## src/rtl/fifo_wr_arbiter_if.sv

```systemverilog
// Bundle of requester-side and FIFO-side signals for fifo_wr_arbiter.
// slave  : the arbiter's view (drives ready, FIFO write and grant status).
// master : the environment's view (drives requests and FIFO status).
// grant_cnt exists only when FIFO_WR_ARBITER_STATS_EN is defined.
interface fifo_wr_arbiter_if #(
  parameter int N_REQ      = 4,
  parameter int DATA_WIDTH = 128
);
  localparam int ID_W = (N_REQ > 1) ? $clog2(N_REQ) : 1;

  logic [N_REQ-1:0]            req_valid;
  logic [N_REQ*DATA_WIDTH-1:0] req_data;
  logic [N_REQ-1:0]            req_ready;
  logic                        fifo_wr_en;
  logic [DATA_WIDTH-1:0]       fifo_wr_data;
  logic                        fifo_full;
  logic                        fifo_almost_full;
  logic                        grant_valid;
  logic [ID_W-1:0]             grant_id;
`ifdef FIFO_WR_ARBITER_STATS_EN
  logic [N_REQ*16-1:0]         grant_cnt;

  modport slave (
    input  req_valid, req_data, fifo_full, fifo_almost_full,
    output req_ready, fifo_wr_en, fifo_wr_data, grant_valid, grant_id, grant_cnt
  );

  modport master (
    output req_valid, req_data, fifo_full, fifo_almost_full,
    input  req_ready, fifo_wr_en, fifo_wr_data, grant_valid, grant_id, grant_cnt
  );
`else
  modport slave (
    input  req_valid, req_data, fifo_full, fifo_almost_full,
    output req_ready, fifo_wr_en, fifo_wr_data, grant_valid, grant_id
  );

  modport master (
    output req_valid, req_data, fifo_full, fifo_almost_full,
    input  req_ready, fifo_wr_en, fifo_wr_data, grant_valid, grant_id
  );
`endif
endinterface

```

## src/rtl/fifo_wr_arbiter.sv

```systemverilog
// Round-robin burst arbiter: N_REQ requesters share one FIFO write port.
// A holder keeps the grant for up to BURST_LEN transfers, each word is
// written to the FIFO one cycle after it is accepted, and every change of
// holder passes through one IDLE cycle.
// Optional feature: define FIFO_WR_ARBITER_STATS_EN to add per-requester
// saturating 16-bit transfer counters on bus.grant_cnt.
module fifo_wr_arbiter #(
  parameter int N_REQ      = 4,
  parameter int DATA_WIDTH = 128,
  parameter int BURST_LEN  = 4
) (
  input  logic                clk,
  input  logic                rst,
  fifo_wr_arbiter_if.slave    bus
);

  localparam int ID_W   = (N_REQ > 1) ? $clog2(N_REQ) : 1;
  localparam int BEAT_W = (BURST_LEN > 1) ? $clog2(BURST_LEN) : 1;
  localparam logic [ID_W-1:0]   LAST_ID   = ID_W'(N_REQ - 1);
  localparam logic [BEAT_W-1:0] LAST_BEAT = BEAT_W'(BURST_LEN - 1);

  typedef enum logic {IDLE = 1'b0, GRANT = 1'b1} state_t;

  state_t                state;
  state_t                state_nxt;
  logic [ID_W-1:0]       rr_ptr;
  logic [ID_W-1:0]       gid;
  logic [BEAT_W-1:0]     beat_cnt;
  logic                  vld_p1;
  logic [DATA_WIDTH-1:0] wr_data_p1;

  logic                  pick_found;
  logic [ID_W-1:0]       pick_id;
  logic                  hold_valid;
  logic [DATA_WIDTH-1:0] hold_data;
  logic                  can_accept;
  logic                  xfer;
  logic                  leave;
  logic [N_REQ-1:0]      ready;
  logic                  grant_valid;

  // Round-robin search: first set bit at or after ptr, wrapping modulo N_REQ.
  // Returns {found, index}.
  function automatic logic [ID_W:0] rr_pick(input logic [N_REQ-1:0] v,
                                            input logic [ID_W-1:0]  ptr);
    logic            found;
    logic [ID_W-1:0] id;
    int              idx;
    found = 1'b0;
    id    = '0;
    for (int k = 0; k < N_REQ; k++) begin
      idx = (int'(ptr) + k) % N_REQ;
      if (!found && v[idx]) begin
        found = 1'b1;
        id    = ID_W'(idx);
      end
    end
    return {found, id};
  endfunction

  // Successor of a requester index, wrapping modulo N_REQ.
  function automatic logic [ID_W-1:0] next_id(input logic [ID_W-1:0] id);
    return (id == LAST_ID) ? '0 : id + ID_W'(1);
  endfunction

  // Saturating 16-bit increment used by the transfer counters.
  function automatic logic [15:0] sat_inc16(input logic [15:0] v);
    return (v == 16'hFFFF) ? v : v + 16'd1;
  endfunction

  assign {pick_found, pick_id} = rr_pick(bus.req_valid, rr_ptr);

  assign hold_valid = bus.req_valid[gid];
  assign hold_data  = bus.req_data[int'(gid)*DATA_WIDTH +: DATA_WIDTH];

  // A write already in flight plus one free entry means the FIFO is
  // effectively full for this cycle's accept.
  assign can_accept = !bus.fifo_full && !(vld_p1 && bus.fifo_almost_full);

  // Nothing is accepted while rst is high, so no word is lost to the abort.
  assign xfer  = (state == GRANT) && !rst && hold_valid && can_accept;
  assign leave = (state == GRANT) &&
                 ((xfer && (beat_cnt == LAST_BEAT)) || !hold_valid);

  // State register.
  always_ff @(posedge clk) begin
    if (rst) state <= IDLE;
    else     state <= state_nxt;
  end

  // Next-state logic: IDLE grants to any requester, GRANT ends on the last
  // beat or when the holder stops requesting.
  always_comb begin
    state_nxt = state;
    case (state)
      IDLE:    if (pick_found) state_nxt = GRANT;
      GRANT:   if (leave)      state_nxt = IDLE;
      default: state_nxt = IDLE;
    endcase
  end

  // Output logic: only the holder sees ready, and only in GRANT.
  always_comb begin
    ready       = '0;
    grant_valid = (state == GRANT);
    if ((state == GRANT) && !rst) ready[gid] = can_accept;
  end

  // Grant holder, round-robin pointer and beat counter.
  always_ff @(posedge clk) begin
    if (rst) begin
      gid      <= '0;
      rr_ptr   <= '0;
      beat_cnt <= '0;
    end else begin
      if ((state == IDLE) && pick_found) gid <= pick_id;
      if (leave) begin
        rr_ptr   <= next_id(gid);
        beat_cnt <= '0;
      end else if (xfer) begin
        beat_cnt <= beat_cnt + BEAT_W'(1);
      end
    end
  end

  // ---- stage p1: accepted word registered toward the FIFO ----
  // Write register; reset also clears the data word and kills a pending write.
  always_ff @(posedge clk) begin
    if (rst) begin
      vld_p1     <= 1'b0;
      wr_data_p1 <= '0;
    end else begin
      vld_p1 <= xfer;
      if (xfer) wr_data_p1 <= hold_data;
    end
  end

  assign bus.req_ready    = ready;
  assign bus.grant_valid  = grant_valid;
  assign bus.grant_id     = gid;
  assign bus.fifo_wr_en   = vld_p1;
  assign bus.fifo_wr_data = wr_data_p1;

`ifdef FIFO_WR_ARBITER_STATS_EN
  logic [N_REQ-1:0][15:0] cnt_q;

  // Per-requester transfer counters, saturating at 0xFFFF.
  always_ff @(posedge clk) begin
    if (rst) begin
      cnt_q <= '0;
    end else if (xfer) begin
      cnt_q[gid] <= sat_inc16(cnt_q[gid]);
    end
  end

  assign bus.grant_cnt = cnt_q;
`endif

endmodule

```

## src/flat_wrapper.sv

```systemverilog
// flat-port wrapper written by rule: the top's interface ports become plain ports
module fifo_wr_arbiter_flat 
#(
  parameter int N_REQ      = 4,
  parameter int DATA_WIDTH = 128,
  parameter int BURST_LEN  = 4
)
  (clk, rst, bus_req_valid, bus_req_data, bus_fifo_full, bus_fifo_almost_full, bus_req_ready, bus_fifo_wr_en, bus_fifo_wr_data, bus_grant_valid, bus_grant_id);
  fifo_wr_arbiter_if #(.N_REQ(N_REQ), .DATA_WIDTH(DATA_WIDTH)) bus_i ();
  input  logic clk;
  input  logic rst;
  input wire logic [$bits(bus_i.req_valid)-1:0] bus_req_valid;
  input wire logic [$bits(bus_i.req_data)-1:0] bus_req_data;
  input wire logic [$bits(bus_i.fifo_full)-1:0] bus_fifo_full;
  input wire logic [$bits(bus_i.fifo_almost_full)-1:0] bus_fifo_almost_full;
  output wire logic [$bits(bus_i.req_ready)-1:0] bus_req_ready;
  output wire logic [$bits(bus_i.fifo_wr_en)-1:0] bus_fifo_wr_en;
  output wire logic [$bits(bus_i.fifo_wr_data)-1:0] bus_fifo_wr_data;
  output wire logic [$bits(bus_i.grant_valid)-1:0] bus_grant_valid;
  output wire logic [$bits(bus_i.grant_id)-1:0] bus_grant_id;
  assign bus_i.req_valid = bus_req_valid;
  assign bus_i.req_data = bus_req_data;
  assign bus_i.fifo_full = bus_fifo_full;
  assign bus_i.fifo_almost_full = bus_fifo_almost_full;
  assign bus_req_ready = bus_i.req_ready;
  assign bus_fifo_wr_en = bus_i.fifo_wr_en;
  assign bus_fifo_wr_data = bus_i.fifo_wr_data;
  assign bus_grant_valid = bus_i.grant_valid;
  assign bus_grant_id = bus_i.grant_id;
  fifo_wr_arbiter #(.N_REQ(N_REQ), .DATA_WIDTH(DATA_WIDTH), .BURST_LEN(BURST_LEN)) u_core (.clk(clk), .rst(rst), .bus(bus_i));
endmodule
```

## config.mk

```make
export PLATFORM = sky130hd
export DESIGN_NAME = fifo_wr_arbiter_flat
export DESIGN_NICKNAME = d
export VERILOG_FILES = /design/src/rtl/fifo_wr_arbiter_if.sv /design/src/rtl/fifo_wr_arbiter.sv /design/src/flat_wrapper.sv
export SDC_FILE = /design/constraint.sdc
export NUM_CORES = 1
export LEC_CHECK = 0
export BUFFER_PORTS_ARGS = -buffer_cell sky130_fd_sc_hd__buf_2
export CORE_AREA = 2 2 257 259
export DETAILED_ROUTE_END_ITERATION = 8
export DIE_AREA = 0 0 259 261
export MAX_ROUTING_LAYER = met4
export PLACE_DENSITY_LB_ADDON = 0.2
export SKIP_CTS_REPAIR_TIMING = 1
export SYNTH_ARGS = -nofsm -noshare
export SYNTH_HDL_FRONTEND = slang
export SYNTH_SLANG_ARGS = --single-unit
```

## constraint.sdc

```tcl
create_clock -name clk -period 2.8 [get_ports clk]
set_clock_uncertainty 0.15 [all_clocks]
set_input_delay 0.14 -clock clk [delete_from_list [all_inputs] [get_ports clk]]
set_output_delay 0.14 -clock clk [all_outputs]
set_load 0.03 [all_outputs]
```

== Yosys cells after proc, flatten, opt, wreduce, memory -nomap -nowiden ==
Cells that the tools add are included.
Cells by class
  mux-type cells: 28
  shifts and indexed selects: 1
  order comparisons: 6
  $add $sub $neg: 5
  bitwise operators: 5
  multipliers: 0
  reduce and logical (&&, ||, !) cells: 24
  div/mod/pow operators: 0
  equal/unequal tests: 2
Operators with widths (count)
  indexed part select 512 x 10 -> 128 bit: 1
  two-way mux 1 bit: 15
  logical AND 1 bit: 12
  < comparator 3 x 4 -> 1 bit (second input constant): 3
  binary-select mux 1 bit (select 2 bit): 5
  two-way mux 2 bit: 5
  OR reduction 2 bit: 4
  logical NOT 1 bit: 7
  adder 2 x 1 -> 2 bit (second input constant): 3
  < comparator 2 x 3 -> 1 bit (second input constant): 2
  adder 2 bit (second input constant): 2
  AND 4 bit: 1
  == test 2 bit (second input constant): 2
  two-way mux 4 bit: 1
  AND 1 bit (first input constant): 3
  demux 1 bit (select 2 bit): 1
  >= comparator 2 x 1 -> 1 bit (second input constant): 1
  case mux 1 bit (2 select lines): 1
  logical OR 1 bit: 1
  inverter 1 bit: 1
Word-level totals
  RAM bits: 0
  output and inout port bits: 136
  bits in registers: 136
  bits of input ports: 520
  memories: 0
  bits in latches: 0
  memory bits (read-only): 0
  word-level logic and storage cells: 77

== Depth between registers and ports, before layout ==
Gate-level depths: netlist (run 1).
  word-level depth: 16
  mapped depth: 8
  gate-level depth less buffers: 5

== Worst setup path before layout (run 1) ==
OpenSTA, ideal clock, no wires.
  kind: register to register
  start point: reg u_core.gid[0], in the netlist u_core.bus.grant_id[0]
  end point: reg u_core.wr_data_p1[0], in the netlist u_core.bus.fifo_wr_data[0]
  data required time: 2.518 ns
  library setup time: 0.132 ns
  arrival time: 1.854 ns
  setup slack: 0.664 ns
  stages on the path, launching flop included: 7
  buffers on the path: 3
  period minus slack after synthesis: 2.136 ns
  cell sequence: dfxtp_1 -> buf_2 -> buf_2 -> buf_2 -> mux4_2 -> nand2_1 -> a21oi_1
Between the ends
  word-level cells in the longest chain between the ends: 4
  elaborated cells on any way between the ends: 5
  those cells by class: shift (1); mux (2); reduce/logical (2)
RTL lines
  start: declaration: line fifo_wr_arbiter.sv:27  | logic [ID_W-1:0] gid;
  start signal: assignment: line fifo_wr_arbiter.sv:116  | if ((state == IDLE) && pick_found) gid <= pick_id;
  branches (longest 4 deep; another with indexed part select 512 x 10 -> 128 bit)
  end signal: assignment: line fifo_wr_arbiter.sv:134  | if (xfer) wr_data_p1 <= hold_data;
  end: declaration: line fifo_wr_arbiter.sv:30  | logic [DATA_WIDTH-1:0] wr_data_p1;
Parallel ways; which one is timed is not known. The select of a mux whose other input is x is not followed.
A chain may end at the register's enable or synchronous reset.

== Worst setup path in the final report (run 1) ==
  start point: reg u_core.gid[0], in the netlist u_core.bus.grant_id[0]
  end point: reg u_core.wr_data_p1[107], in the netlist u_core.bus.fifo_wr_data[107]
Same word-level chain as after synthesis.

==> results of run 1 <==
worst max-delay path: cells and delay by family, from the launching register on:
kind / cells / cell delay, ns
and+or+nand+nor: 1 / 0.07
DFF: 1 / 0.42
muxes: 1 / 0.57
buffers and inverters: 2 / 0.93
AOI/OAI and AO/OA: 1 / 0.06
layer usage:
metal | vias to the layer above | track usage [%]
met1 | 4281 | 11.9
met3 | 28 | 3.15
met2 | 337 | 18.2
met5 | - | -
met4 | 0 | 3.53
li1 | 4217 | -
cells by family after synthesis:
| logic type | synth area share, % |
|---|---|
| AND/OR/NAND/NOR | 14.3 |
| AO/OA/AOI/OAI | 8.88 |
| flip-flops | 34.1 |
| multiplexers | 36.6 |
| buffers and inverters | 5.35 |
| adder cells (fa/ha/maj) | 0.784 |
power by group:
part	internal [µW]	leakage (µW)	switching, µW	total [µW]
logic	850	0.00434	649	1500
registers	1990	0.00110	41.4	2030
clock network	1360	0.000282	992	2350
total	4200	0.00572	1680	5890
worst max path at each step:
stage / start / end / slack (ns) / depth (start not counted)
final: u_core.bus.grant_id[0]$_SDFFE_PP0P_ / u_core.bus.fifo_wr_data[107]$_SDFFE_PP0P_ / 0.29 / 5
after global routing: u_core.bus.grant_id[0]$_SDFFE_PP0P_ / u_core.bus.fifo_wr_data[0]$_SDFFE_PP0P_ / 0.17 / 5
after CTS: u_core.bus.grant_id[1]$_SDFFE_PP0P_ / bus_req_ready[1] / 0.45 / 5
after detailed placement: u_core.bus.grant_id[1]$_SDFFE_PP0P_ / u_core.bus.fifo_wr_data[122]$_SDFFE_PP0P_ / 0.65 / 6
after global placement: u_core.bus.grant_id[1]$_SDFFE_PP0P_ / u_core.bus.fifo_wr_data[102]$_SDFFE_PP0P_ / 0.70 / 6
after floorplan: u_core.bus.grant_id[0]$_SDFFE_PP0P_ / u_core.bus.fifo_wr_data[0]$_SDFFE_PP0P_ / 0.66 / 6
cell type report:
class / count / area (µm²) / area share (%)
Multi-Input combinational cell: 561 / 4830 / 35.7
Timing Repair Buffer: 743 / 4250 / 31.4
Sequential cell: 136 / 2730 / 20.2
Tap cell: 864 / 1080 / 7.99
Clock buffer: 19 / 453 / 3.35
Clock inverter: 13 / 144 / 1.06
Inverter: 6 / 25.0 / 0.185
Antenna cell: 4 / 10.0 / 0.0740
flip-flops by register name, summed over array words and instances (netlist names):
name / flops
u_core.bus.fifo_wr_en: 1
u_core.rr_ptr: 2
u_core.bus.grant_valid: 1
u_core.beat_cnt: 2
u_core.bus.grant_id: 2
u_core.bus.fifo_wr_data: 128
stage by stage:
step	hold slack (ns)	util, %	instances	setup slack (ns)	total power [µW]
4_1_cts	-0.122	19.6	2264	0.454	5920
5_1_grt	-0.00214	20.8	2346	0.173	6210
3_3_place_gp	0.291	18.7	2232	0.704	3460
6_report	-0.000693	20.8	2346	0.290	5890
2_1_floorplan	0.249	-	776	0.664	2870
3_5_place_dp	0.294	18.7	2232	0.645	3460
cell usage in the layout (no fill, tap or decap), types with 5 or more instances in the layout:
master           n
a21oi_1        136
and3_1           5
buf_12           9
buf_2          654
clkbuf_16       17
dfxtp_1        134
dlygate4sd3_1   78
ha_1             5
inv_1            5
mux4_2         129
nand2_1        260
==> impl_metrics.csv, run 1 <==
group,metric,value,unit
drt,wl_met2,19600,µm
synthesis,synth_top_area_share,36.4,%
clock_tree,cts_root_buf,"clkbuf_16",
sta,slew_violations,0,
sta,tns,0,ns
hold_path,hp-class,"in2reg",
finish,layout.nets,1990,
sta,max_freq,0.398,GHz
clock_tree,numCtsBuffers,17,
drt,firstDrtPassIters,4,
sta,max_slew_margin,49.8,%
pwr,powerDensity,435,nW/µm²
clock_tree,cts_tree,"built",
drt,drt_iter0_markers,370,
run_status,status,"finished with violations",
clock_tree,clkTransAtPathRegs,0.07,ns
critical_path,critical_path_class,"reg2reg",
job,timing.max_cap.violations,0,
hold_path,worstHoldPathCells,4,
critical_path,crit_path_start_kind,"flop",
clock_tree,ctsLongestPathBuffers,2,
floorplanning,die_area,67600,µm²
critical_path,cp.arrival,2.68,ns
synthesis,synth.distinct_cells,29,
pwr,p_leak,0.00572,µW
synthesis,synth_commonest_cells,"nand2_1 (260), a21oi_1 (136), dfxtp_1 (136)",
sta,holdWs,-0.000693,ns
global_routing,grt_max_degree,136,
floorplanning,die_h,261,µm
synthesis,avgSynthCellArea,10.3,µm²
run_status,violations,"hold timing",
placement,place.gp.congestion,0.840,
drt,vias,8863,
drt,dr_wl_met3,2450,µm
critical_path,cp-end-kind,"flop",
critical_path,crit_fanout,64,
synthesis,yosys_most_used_dff,"dfxtp_1",
sta,rsz0062_at_grt,"false",
drt,top_layer,"met4",
placement,postPlaceCellArea,12100,µm²
global_routing,antenna_found_initial,5,
synthesis,synth_cells,776,
hold_path,holdCritStartpoint,"bus_req_data[355]",
placement,dpl.hpwl,29700,µm
hold_path,min_to,"u_core.bus.fifo_wr_data[99]$_SDFFE_PP0P_",
critical_path,ff2ff_setup_slack,0.29,ns
pwr,max-vdd-ir-drop,0.329,mV
critical_path,reg2reg_from,"u_core.bus.grant_id[0]$_SDFFE_PP0P_",
sta,finalSetupViolations,0,
synthesis,ys_ff_latch,136,
floorplanning,rows,94,
global_routing,grt_usage,10.7,%
synthesis,synthesis.nets,1301,
synthesis,synthMostInstantiatedCell,"nand2_1",
global_routing,grt_pass1_wl,52200,µm
critical_path,reg2regPathDepth,5,
global_routing,grt_pass1_vias,8597,
synthesis,synth_edf_count,0,
critical_path,max_stage_delay,0.57,ns
critical_path,cp_cell_sequence,"buf_12, mux4_2, dlygate4sd3_1, nand2_1, a21oi_1",
synthesis,synth-async-reset-ratio,0,%
critical_path,required,2.97,ns
drt,wirelength,37400,µm
critical_path,crit_slowest_cell,"mux4_2",
synthesis,ys.warnings.count,0,
finish,fin_area,13500,µm²
finish,fill_cells,7273,
placement,numPortBuffers,655,
sta,min_period_over_period,89.6,%
synthesis,yosysSeqAreaShare,34.1,%
sta,tightest_slew,0.753,ns
clock_tree,clk_latency,0.47,ns
drt,postRouteAntennaNets,0,
sta,hold_viol_final,1,
floorplanning,core,65000,µm²
drt,wl_per_cell,15.9,µm
clock_tree,h-tree-depth,4,
synthesis,yosys.area.top_type,"mux4_2",
drt,drc,0,
drt,met1_length,14800,µm
synthesis,synth.area.top_cells,"mux4_2 (36%), dfxtp_1 (34%), nand2_1 (12%)",
critical_path,r2r-end,"u_core.bus.fifo_wr_data[107]$_SDFFE_PP0P_",
global_routing,overflow,0,
drt,viasPerCell,3.78,
synthesis,netlist_area,7980,µm²
floorplanning,io_pins,656,
floorplanning,die_x,259,µm
floorplanning,initial_core_util,12.3,%
finish,drive_above_1_share,56.3,%
sta,period_needed,2.51,ns
clock_tree,numClockSinks,136,
finish,syn2layout_area_growth,69.6,%
Power figures use the tool's default switching activity.
==> run 2: changes to the inputs <==
--- a/config.mk
+++ b/config.mk
@@ -9,6 +9,7 @@
 export CORE_AREA = 2 2 257 259
 export DETAILED_ROUTE_END_ITERATION = 8
 export DIE_AREA = 0 0 259 261
+export GPL_TIMING_DRIVEN = 0
 export MAX_ROUTING_LAYER = met4
 export PLACE_DENSITY_LB_ADDON = 0.2
 export SKIP_CTS_REPAIR_TIMING = 1
==> run 2 against run 1 <==
The run still ends with hold timing left; via count grew 4.1%; worst setup slack lost 0.14 ns; final area up 2.6%; wire length is 18% higher; critical path type is now reg2out; largest cell class unchanged; highest routed layer unchanged.
==> impl_metrics.csv, run 2 (same netlist as run 1, synthesis figures left out) <==
group,metric,value,unit
run_status,status,"finished with violations",
run_status,violations,"hold timing",
clock_tree,cts_root_buf,"clkbuf_16",
clock_tree,cts_tree,"built",
clock_tree,numClockSinks,136,
sta,max_freq,0.378,GHz
drt,viasPerCell,3.81,
finish,fin_area,13900,µm²
sta,finalSetupViolations,0,
finish,largest_reg_flops,128,
global_routing,met1_usage,14.7,%
clock_tree,clk_latency,0.47,ns
placement,postPlaceCellArea,12300,µm²
drt,vias,9223,
job,timing.max_cap.violations,0,
global_routing,grt_use_met2,21.8,%
floorplanning,io_pins,656,
drt,wirelength,44200,µm
placement,dpl.hpwl,36600,µm
placement,place.gp.congestion,0.865,
global_routing,antenna_found_initial,9,
global_routing,overflow,0,
clock_tree,numCtsBuffers,17,
floorplanning,die_x,259,µm
sta,tns,0,ns
critical_path,crit_fanout,10,
drt,postRouteAntennaNets,0,
finish,layout.nets,2063,
finish,syn2layout_area_growth,74.0,%
pwr,p_leak,0.00595,µW
pwr,max-vdd-ir-drop,0.340,mV
global_routing,grt_util_met3,2.85,%
sta,rsz0062_at_grt,"false",
floorplanning,initial_core_util,12.3,%
placement,numPortBuffers,654,
global_routing,grt_max_degree,17,
finish,layout_common_cells,"buf_2 (680), nand2_1 (260), a21oi_1 (136), dfxtp_1 (136), mux4_2 (129)",
critical_path,critical_path_class,"reg2out",
critical_path,critical_path.top_delay_family,"buffers and inverters",
clock_tree,h-tree-depth,4,
sta,slew_violations,0,
sta,max_slew_margin,28.1,%
critical_path,path_buf_inv,5,
clock_tree,ctsLongestPathBuffers,2,
finish,fin_util,21.3,%
finish,mostFrequentLayoutCell,"buf_2",
sta,hold_viol_final,4,
sta,holdWs,-0.00942,ns
critical_path,crit_path_start_kind,"flop",
critical_path,cp-end-kind,"output port",
floorplanning,die_area,67600,µm²
clock_tree,clkTransAtPathRegs,0.06,ns
global_routing,top_usage_layer,"met2",
floorplanning,core,65000,µm²
critical_path,crit_slowest_cell,"dfxtp_1",
sta,period_needed,2.65,ns
sta,min_period_over_period,94.6,%
drt,firstDrtPassIters,6,
sta,tightest_slew,1.08,ns
floorplanning,rows,94,
finish,drive_above_1_share,55.6,%
critical_path,cp.arrival,2.36,ns
global_routing,grt_pass1_vias,9139,
critical_path,required,2.51,ns
critical_path,max_stage_delay,0.38,ns
critical_path,cp_cell_sequence,"clkbuf_2, buf_8, clkbuf_4, inv_1, ha_1, and3_1, buf_2",
hold_path,hp-class,"in2reg",
drt,wl_per_cell,18.2,µm
global_routing,grt_pass1_wl,59700,µm
drt,drc,0,
floorplanning,die_h,261,µm
global_routing,grt_usage,12.7,%
pwr,powerDensity,433,nW/µm²
drt,drt_iter0_markers,386,
## run 2: changes by cell type in the layout (fill, tap and decap cells not counted), moves of 3 or more
cell,change
diode_2,+3
buf_6,+13
buf_2,+26
dlygate4sd3_1,+11
buf_12,-9
clkbuf_1,+28
## run 2: final timing paths
kind,startpoint,endpoint,slack [ns],depth (start not counted)
setup / recovery,u_core.bus.grant_id[1]$_SDFFE_PP0P_,bus_req_ready[0],0.15,7
hold / removal,bus_req_data[424],u_core.bus.fifo_wr_data[40]$_SDFFE_PP0P_,-0.009,4
setup reg to reg,u_core.bus.grant_id[1]$_SDFFE_PP0P_,u_core.bus.fifo_wr_data[88]$_SDFFE_PP0P_,0.21,6
hold reg to reg,u_core.bus.fifo_wr_data[44]$_SDFFE_PP0P_,u_core.bus.fifo_wr_data[44]$_SDFFE_PP0P_,0.30,2
## run 2: report_power, final
part / switching, µW / total [µW] / leakage [µW] / internal, µW
registers: 33.1 / 2020 / 0.00110 / 1990
clock network: 990 / 2420 / 0.000287 / 1430
logic: 731 / 1570 / 0.00457 / 835
total: 1750 / 6010 / 0.00595 / 4260
## run 2: routing by layer
metal	wire length (µm)	vias up	part of all wire [%]
met5	0	-	0
met4	684	0	1.5
met3	2720	31	6.1
met2	22700	366	51
met1	18000	4453	41
li1	-	4373	-
## run 2: layout make-up
cell class	count	area [µm²]
antenna	7	17.5
buffer	73	432
clock buffer	19	443
clock inverter	13	169
fill	7267	51200
inverter	6	22.5
multi-input combinational	561	4830
sequential	136	2720
tap	864	1080
timing repair buffer	743	4160
## run 2: worst min-delay path: cells and delay by family
| family | cells | cell delay (ns) |
|---|---|---|
| compound gates | 1 | 0.10 |
| buf+inv | 1 | 0.07 |
| mux | 1 | 0.21 |
| simple gates | 1 | 0.05 |
## run 2: stage by stage
step | cells | setup WS [ns] | total power (µW)
after global placement | 2294 | -0.471 | 3540
after CTS | 2326 | -1.02 | 6050
after detailed placement | 2294 | -0.489 | 3550
after global routing | 2420 | 0.0192 | 6310
after floorplan | 776 | 0.664 | 2870
final | 2422 | 0.152 | 6010
==> run 3: changes to the inputs <==
--- a/config.mk
+++ b/config.mk
@@ -6,9 +6,12 @@
 export NUM_CORES = 1
 export LEC_CHECK = 0
 export BUFFER_PORTS_ARGS = -buffer_cell sky130_fd_sc_hd__buf_2
-export CORE_AREA = 2 2 257 259
+export CELL_PAD_IN_SITES_DETAIL_PLACEMENT = 1
+export CELL_PAD_IN_SITES_GLOBAL_PLACEMENT = 2
+export CORE_AREA = 2 2 252 254
+export CTS_CLUSTER_DIAMETER = 30
 export DETAILED_ROUTE_END_ITERATION = 8
-export DIE_AREA = 0 0 259 261
+export DIE_AREA = 0 0 254 256
 export GPL_TIMING_DRIVEN = 0
 export MAX_ROUTING_LAYER = met4
 export PLACE_DENSITY_LB_ADDON = 0.2
==> run 3 against run 2 <==
The run still ends with hold timing left; flip-flop and latch count unchanged; non-clock buffer count is 23 lower; clock power increased by 16%; total power is 6.1% higher; first-iteration DRC count is 33% lower; fmax increased by 2.7%; register-to-register slack is essentially flat; critical endpoint is now u_core.bus.fifo_wr_data[49]$_SDFFE_PP0P_.
==> impl_metrics.csv, run 3 (same netlist as run 1, synthesis figures left out) <==
group,metric,value,unit
run_status,status,"finished with violations",
run_status,violations,"hold timing",
drt,firstDrtPassIters,4,
sta,tightest_slew,0.874,ns
critical_path,crit_path_start_kind,"flop",
pwr,p_sw,1740,µW
critical_path,path_buf_inv,3,
sta,max_slew_margin,41.7,%
finish,fin_area,13700,µm²
pwr,max-vdd-ir-drop,0.423,mV
floorplanning,io_pins,656,
critical_path,max_stage_delay,0.59,ns
floorplanning,die_h,256,µm
clock_tree,h-tree-depth,4,
critical_path,ff2ff_setup_slack,0.22,ns
floorplanning,rows,92,
clock_tree,numCtsBuffers,17,
finish,layout.nets,2040,
clock_tree,clkTransAtPathRegs,0.06,ns
drt,vias,9152,
critical_path,path_depth,6,
finish,largest_reg_flops,128,
sta,hold_viol_final,6,
pwr,p_leak,0.00592,µW
sta,finalSetupViolations,0,
placement,numPortBuffers,654,
drt,wirelength,47200,µm
drt,wl_per_cell,19.9,µm
clock_tree,numClockSinks,136,
sta,slew_violations,0,
pwr,p_sw_share,27.2,%
sta,period_needed,2.58,ns
global_routing,overflow,0,
floorplanning,initial_core_util,12.8,%
pwr,p_clk_share,44.0,%
critical_path,critical_path_class,"reg2reg",
global_routing,grt_use_met2,25.6,%
floorplanning,core,62400,µm²
global_routing,grt_max_degree,17,
finish,fin_util,22.0,%
drt,drt_iter0_markers,259,
drt,viasPerCell,3.85,
pwr,p_comb_share,24.3,%
critical_path,cp_common_cell,"buf_2",
sta,min_period_over_period,92.0,%
global_routing,grt_util_met3,4.04,%
sta,holdWs,-0.0103,ns
drt,drc,0,
critical_path,required,2.99,ns
critical_path,critical_path.top_delay_family,"buffers and inverters",
placement,dpl.hpwl,39300,µm
placement,dp_cells,2276,
critical_path,reg2regPathDepth,6,
finish,drive_above_1_share,56.5,%
global_routing,grt_pass1_vias,9959,
global_routing,top_usage_layer,"met2",
global_routing,antenna_found_initial,9,
drt,postRouteAntennaNets,0,
hold_path,worstHoldPathCells,4,
clock_tree,clk_latency,0.47,ns
floorplanning,die_x,254,µm
pwr,powerDensity,465,nW/µm²
job,timing.max_cap.violations,0,
placement,postPlaceCellArea,12300,µm²
clock_tree,cts_tree,"built",
clock_tree,cts_root_buf,"clkbuf_16",
critical_path,cp_cell_sequence,"buf_2, buf_2, mux4_2, dlygate4sd3_1, nand2_1, a21oi_1",
global_routing,met1_usage,16.4,%
sta,rsz0062_at_grt,"false",
finish,layout_common_cells,"buf_2 (680), nand2_1 (260), a21oi_1 (136), dfxtp_1 (136), mux4_2 (129)",
finish,mostFrequentLayoutCell,"buf_2",
global_routing,grt_pass1_wl,66700,µm
critical_path,crit_slowest_cell,"dlygate4sd3_1",
floorplanning,die_area,65000,µm²
finish,layout.cells.non_filler,2380,
sta,max_freq,0.388,GHz
clock_tree,ctsLongestPathBuffers,2,
placement,place.gp.congestion,0.808,
hold_path,hp-class,"in2reg",
critical_path,crit_fanout,10,
critical_path,cp.arrival,2.77,ns
pwr,p_seq_share,31.7,%
finish,syn2layout_area_growth,72.0,%
critical_path,cp-end-kind,"flop",
global_routing,grt_usage,14.7,%
pwr,intPower,4640,µW
==> run 3: through the flow <==
stage / setup slack, ns / total power (µW) / setup TNS [ns]
global placement: -0.375 / 3570 / -6.77
detailed placement: -0.414 / 3580 / -8.72
global route: 0.0161 / 6730 / 0
finish: 0.223 / 6370 / 0
floorplan: 0.664 / 2870 / 0
CTS: -0.893 / 6470 / -10.15
==> run 3: path summary, 6_finish.rpt <==
kind | from | endpoint
worst max-delay path | u_core.bus.grant_id[0]$_SDFFE_PP0P_ | u_core.bus.fifo_wr_data[49]$_SDFFE_PP0P_
worst min-delay path | bus_req_valid[2] | u_core.bus.grant_valid$_SDFF_PP0_
worst max register to register | u_core.bus.grant_id[0]$_SDFFE_PP0P_ | u_core.bus.fifo_wr_data[49]$_SDFFE_PP0P_
worst min register to register | u_core.bus.fifo_wr_data[41]$_SDFFE_PP0P_ | u_core.bus.fifo_wr_data[41]$_SDFFE_PP0P_
==> run 3: final cells by class <==
cell class / instances / area [µm²]
Fill cell: 7480 / 48700
Multi-Input combinational cell: 561 / 4830
Clock inverter: 11 / 240
Antenna cell: 6 / 15.0
Tap cell: 846 / 1060
Clock buffer: 21 / 470
Sequential cell: 136 / 2720
Timing Repair Buffer: 720 / 3930
Inverter: 6 / 22.5
Buffer: 73 / 429
==> run 3: worst min-delay path, cell delays in order <==
cell and delay (ns):
buf_2 0.13, nor4_1 0.06, nor2b_1 0.12, nor3_1 0.11
==> run 3: routing by layer <==
metal | share of wire, % | vias to the layer above | routed length (µm)
met1 | 40 | 4453 | 18900
li1 | - | 4322 | -
met3 | 6.7 | 36 | 3180
met2 | 52 | 341 | 24500
met5 | 0 | - | 0
met4 | 1.3 | 0 | 613
==> run 3: power groups by stage <==
stage               Clock, µW  Sequential, µW  Combinational, µW
floorplan                   0            2170                699
global placement            0            2060               1500
detailed placement          0            2070               1510
CTS                      2930            2020               1520
global route             3000            2030               1690
finish                   2800            2020               1550
